## config.mk

```make
export PLATFORM = sky130hd
export DESIGN_NAME = ddr5_deser_phase_ctrl
export DESIGN_NICKNAME = d
export VERILOG_FILES = /design/src/rtl/ddr5_deser_phase_ctrl.sv
export SDC_FILE = /design/constraint.sdc
export NUM_CORES = 1
export LEC_CHECK = 0
export ABC_AREA = 1
export BUFFER_PORTS_ARGS = -buffer_cell sky130_fd_sc_hd__buf_4
export CAP_MARGIN = 20
export CORE_ASPECT_RATIO = 1.25
export CORE_UTILIZATION = 30
export DETAILED_ROUTE_END_ITERATION = 10
export PLACE_DENSITY_LB_ADDON = 0.25
export REMOVE_ABC_BUFFERS = 1
export SLEW_MARGIN = 30
export SYNTH_ARGS = -nofsm -noshare
export SYNTH_HDL_FRONTEND = slang
export SYNTH_SLANG_ARGS = --single-unit
```

## constraint.sdc

```tcl
create_clock -name clk_i -period 1.99 [get_ports clk_i]
set_input_delay 0.199 -clock clk_i [delete_from_list [all_inputs] [get_ports clk_i]]
set_output_delay 0.199 -clock clk_i [all_outputs]
set_load 0.01 [all_outputs]
```

## src/rtl/ddr5_deser_phase_ctrl.sv

```systemverilog
// ddr5_deser_phase_ctrl
//   Read-burst sequencer feeding the per-lane deserializers of one channel.
//   A start request optionally waits a programmable pre-delay, then emits one
//   capture beat per clock while cycling phase slots 0..3. Back-to-back bursts
//   are chained without a gap when the new request lands on the last beat.
//
// Ports
//   clk_i         block clock
//   rst_i         synchronous, active-high reset
//   start_i       one-cycle burst request
//   burst_len_i   beats in the burst (4, 8, 12 or 16), sampled with start_i
//   pre_delay_i   idle cycles before the first beat, sampled with start_i
//   enable_o      capture strobe
//   phase_sel_o   phase slot of the current beat
//   count_done_o  high on the beat with phase slot 3
//   busy_o        high while waiting or capturing
//   burst_done_o  one-cycle pulse on the last beat of a burst
//   err_o         one-cycle pulse when a start request is rejected
//
// State table
//   IDLE    | no burst in progress; accepts start_i
//   WAIT    | counting down the pre-delay; enable_o held low
//   CAPTURE | emitting beats; start_i accepted only on the last beat
module ddr5_deser_phase_ctrl #(
  parameter int DLY_W = 4,
  parameter int BL_W  = 5
) (
  input  logic             clk_i,
  input  logic             rst_i,
  input  logic             start_i,
  input  logic [BL_W-1:0]  burst_len_i,
  input  logic [DLY_W-1:0] pre_delay_i,
  output logic             enable_o,
  output logic [1:0]       phase_sel_o,
  output logic             count_done_o,
  output logic             busy_o,
  output logic             burst_done_o,
  output logic             err_o
);

  typedef enum logic [1:0] {IDLE, WAIT, CAPTURE} state_t;

  state_t           state_q, state_n;
  logic [BL_W-1:0]  len_q, len_n;
  logic [BL_W-1:0]  beat_q, beat_n;   // beats already presented in this burst
  logic [DLY_W-1:0] wait_q, wait_n;

  logic             en_n, cd_n, bd_n, busy_n, err_n;
  logic [1:0]       ph_n, ph_inc;
  logic [BL_W-1:0]  beat_inc;
  logic             len_ok, last_beat, take_start;

  always_comb begin
    state_n  = state_q;
    len_n    = len_q;
    beat_n   = beat_q;
    wait_n   = wait_q;
    en_n     = 1'b0;
    ph_n     = 2'd0;
    cd_n     = 1'b0;
    bd_n     = 1'b0;
    busy_n   = 1'b0;
    err_n    = 1'b0;

    len_ok     = (burst_len_i[1:0] == 2'b00) && (burst_len_i != '0) &&
                 (32'(burst_len_i) <= 32'd16);
    last_beat  = (state_q == CAPTURE) && (beat_q == len_q);
    take_start = start_i && len_ok && ((state_q == IDLE) || last_beat);
    ph_inc     = phase_sel_o + 2'd1;
    beat_inc   = beat_q + BL_W'(1);

    case (state_q)
      WAIT: begin
        busy_n = 1'b1;
        // Counter was loaded with dly >= 1, so reaching 1 means the next
        // cycle is the first beat.
        if (wait_q == DLY_W'(1)) begin
          state_n = CAPTURE;
          en_n    = 1'b1;
          beat_n  = BL_W'(1);
        end else begin
          wait_n = wait_q - DLY_W'(1);
        end
      end
      CAPTURE: begin
        if (!last_beat) begin
          busy_n = 1'b1;
          en_n   = 1'b1;
          ph_n   = ph_inc;
          beat_n = beat_inc;
          cd_n   = (ph_inc == 2'd3);
          bd_n   = (beat_inc == len_q);
        end else begin
          state_n = IDLE;
        end
      end
      default: state_n = IDLE;
    endcase

    // An accepted start overrides whatever the current state planned; a
    // rejected one only raises err_o and leaves the burst untouched.
    if (start_i) begin
      if (take_start) begin
        len_n  = burst_len_i;
        busy_n = 1'b1;
        ph_n   = 2'd0;
        cd_n   = 1'b0;
        bd_n   = 1'b0;
        if (pre_delay_i == '0) begin
          state_n = CAPTURE;
          en_n    = 1'b1;
          beat_n  = BL_W'(1);
        end else begin
          state_n = WAIT;
          en_n    = 1'b0;
          beat_n  = '0;
          wait_n  = pre_delay_i;
        end
      end else begin
        err_n = 1'b1;
      end
    end
  end

  always_ff @(posedge clk_i) begin
    if (rst_i) begin
      state_q      <= IDLE;
      len_q        <= '0;
      beat_q       <= '0;
      wait_q       <= '0;
      enable_o     <= 1'b0;
      phase_sel_o  <= 2'd0;
      count_done_o <= 1'b0;
      busy_o       <= 1'b0;
      burst_done_o <= 1'b0;
      err_o        <= 1'b0;
    end else begin
      state_q      <= state_n;
      len_q        <= len_n;
      beat_q       <= beat_n;
      wait_q       <= wait_n;
      enable_o     <= en_n;
      phase_sel_o  <= ph_n;
      count_done_o <= cd_n;
      busy_o       <= busy_n;
      burst_done_o <= bd_n;
      err_o        <= err_n;
    end
  end

endmodule

```

==> results_dict.tcl <==
set metrics [dict create \
    drive_above_1_share 0.149 \
    post_drt_wl_per_cell_um 11.1 \
    power.density_nw_per_um2 567 \
    synthAdderAreaFrac 0.0679 \
    h-tree-depth 1 \
    rows 26 \
    status "complete, no violations" \
    synth_warnings 0 \
    drtIter0Drc 32 \
    hold_class "input port to register" \
    nets 221 \
    timing.final.crit_period_ns 1.68 \
    fin_setup_tns_ns 0 \
    rr_startpoint "beat_q[0]" \
    synth-compound-area-share 0.114 \
    final_cell_mix "39 x nand2_1, 25 x inv_1, 23 x dfxtp_1, 19 x buf_4, 17 x nor2_1" \
    fmax_mhz 594 \
    finalPower_uw 862 \
    drcViolationCount 0 \
    hpwlAfterDp_um 2160 \
    maxCapViolCount 0 \
    crit_buf_inv 1 \
    rsz0062_at_grt "false" \
    peakVddDrop_mv 0.236 \
    viasPerCell 4.60 \
    pre_cts_slack_ns 0.319 \
    io_pins 19 \
    grt_pass1_wl_um 4890 \
    start_kind "register" \
    cp_cell_sequence "inv_1, nand2_1, nand2_1, nor2_1, nand3_2, nand2_4, nand3_2, nand2_1, o21ai_0" \
    yosysUniqueCellTypes 22 \
    clock_path_buffers 2 \
    numCtsBuffers 3 \
    cpMaxStageDelayCell "dfxtp_1" \
    worstReg2RegEnd "wait_q[0]" \
    cp_common_cell "nand2_1" \
    placed_cells 253 \
    clkSinkCount 23 \
    grt_max_degree 14 \
    cts_resized 0 \
    layout_commonest_cell "nand2_1" \
    endpoint_kind "register" \
    portBuffers 18 \
    core_um2 4100 \
    crit_family "simple AND/OR/NAND/NOR gates" \
    area_delta_synth_final_pct 17.9 \
    finClkSkew_ns 0.00768 \
    hold_viol 0 \
    cts_tree "yes" \
    die_w_um 60.7 \
    slew_headroom 0.632 \
    clock-root-buffer "clkbuf_8" \
    synth_xor_area_frac 0.0611 \
    drv_slew 0 \
    die_y_um 75.3 \
    clk_pin_slew_ns 0.09 \
    synth_seq_cells 23 \
    worstMarginPinSlew_ns 0.552 \
    yosysSeqAreaShare 0.357 \
    syn_area_um2 1290 \
    postRouteWirelength_um 2850 \
    p_leak_uw 0.000678 \
    nFillCells 480 \
    grt_pass1_vias 1083 \
    postSynthAreaPerCell_um2 7.13 \
    hold_buffers 0 \
    synth.area.top_cells "dfxtp_1 36%, nand2_1 11%, inv_1 7.3%, ha_1 6.8%, nand3_1 5.8%" \
    place_congestion 0.786 \
    start_util 0.315 \
    vias 1183 \
    finalSetupViolations 0 \
    min-delay-start "rst_i" \
    slowest_delay_ns 0.43 \
    antenna_found_initial 0 \
    track_usage 0.142 \
    synth_top_family_by_area "simple AND/OR/NAND/NOR gates" \
    r2r_cells 9 \
    cts_setup_buffers 0 \
    worst_ep_arrival_time_ns 1.83 \
    grt_overflow 0 \
    first_pass_iters 4 \
    finalCritPeriodShare 0.845 \
    instances_no_fill 257 \
    hold_depth 2 \
    antenna-diode-count 0 \
    synth_top_area_frac 0.357 \
    clk_latency_ns 0.26 \
    reg2reg_slack_ns 0.31 \
    synth_mux_area_frac 0 \
    synth_top_cell_by_area "dfxtp_1" \
    fin_ws_ns 0.308 \
    min_to "busy_o" \
    required_ns 2.14 \
    crit_type "register to register" \
    dieArea_um2 4570 \
    yosys.area_share.simple 0.304 \
    final_antenna_net_count 0 \
    crit_fanout 9 \
    synthCells 181 \
]
worst reg2reg max path, delay by kind of cell (launching register included):
family	cells	cell delay [ns]
DFF	1	0.43
buffers and inverters	1	0.10
AOI/OAI and AO/OA	1	0.10
and+or+nand+nor	7	0.93
state kept, by name, indices dropped and copies added, names as in the netlist:
signal,count
busy_o,1
beat_q,5
count_done_o,1
err_o,1
len_q,5
wait_q,4
phase_sel_o,2
enable_o,1
burst_done_o,1
state_q,2
report_power, final:
part	switching [uW]	leakage [uW]	internal [uW]
logic	53.8	0.000469	39.8
registers	7.81	0.000186	469
clock network	149	0.0000228	143
cells in the mapped netlist, drive strengths merged:
master,number
ha,7
or2,1
buf,2
o21ai,11
inv,25
dfxtp,23
nor3,4
clkbuf,1
a21oi,14
xnor2,3
o211ai,2
xor2,6
nor2,17
nand2,42
nand4,5
nand3,17
clkinv,1
logic make-up after synthesis:
family	count (synthesis)
DFF	23
xor gates and xnor gates	9
buffers and inverters	29
adders and majority gates	7
AOI/OAI and AO/OA	27
and+or+nand+nor	86
metal layers:
| metal | global-route usage | up-vias | wire, um |
|---|---|---|---|
| met3 | 0.0204 | 2 | 60 |
| met5 | 0 | - | 0 |
| li1 | - | 622 | - |
| met1 | 0.187 | 543 | 1320 |
| met2 | 0.242 | 16 | 1460 |
| met4 | 0.0404 | 0 | 11 |
worst max-delay path by stage:
| stage | from | to | cells after the start |
|---|---|---|---|
| 2_1_floorplan | beat_q[0] | wait_q[0] | 9 |
| 3_3_place_gp | burst_len_i[0] | wait_q[3] | 7 |
| 3_5_place_dp | burst_len_i[2] | wait_q[3] | 7 |
| 4_1_cts | beat_q[0] | wait_q[0] | 9 |
| 5_1_grt | beat_q[0] | state_q[1] | 11 |
| 6_report | beat_q[0] | wait_q[0] | 9 |
metrics by stage:
| stage | area [um^2] | hold slack [ns] | util |
|---|---|---|---|
| 2_1_floorplan | 1260 | 0.261 | - |
| 3_3_place_gp | 1480 | 0.430 | 0.360 |
| 3_5_place_dp | 1480 | 0.422 | 0.360 |
| 4_1_cts | 1520 | 0.143 | 0.371 |
| 5_1_grt | 1520 | 0.151 | 0.371 |
| 6_report | 1520 | 0.153 | 0.371 |
final cells by class:
| cell class | instances | area, um^2 | area share |
|---|---|---|---|
| multi-input cells | 129 | 706 | 0.464 |
| flip-flops and latches | 23 | 460 | 0.303 |
| repair buffers | 19 | 143 | 0.0938 |
| inverters | 26 | 97.6 | 0.0641 |
| well taps | 56 | 70.1 | 0.0461 |
| clock buffers | 4 | 45.0 | 0.0296 |
(Power assumes the default switching activity.)
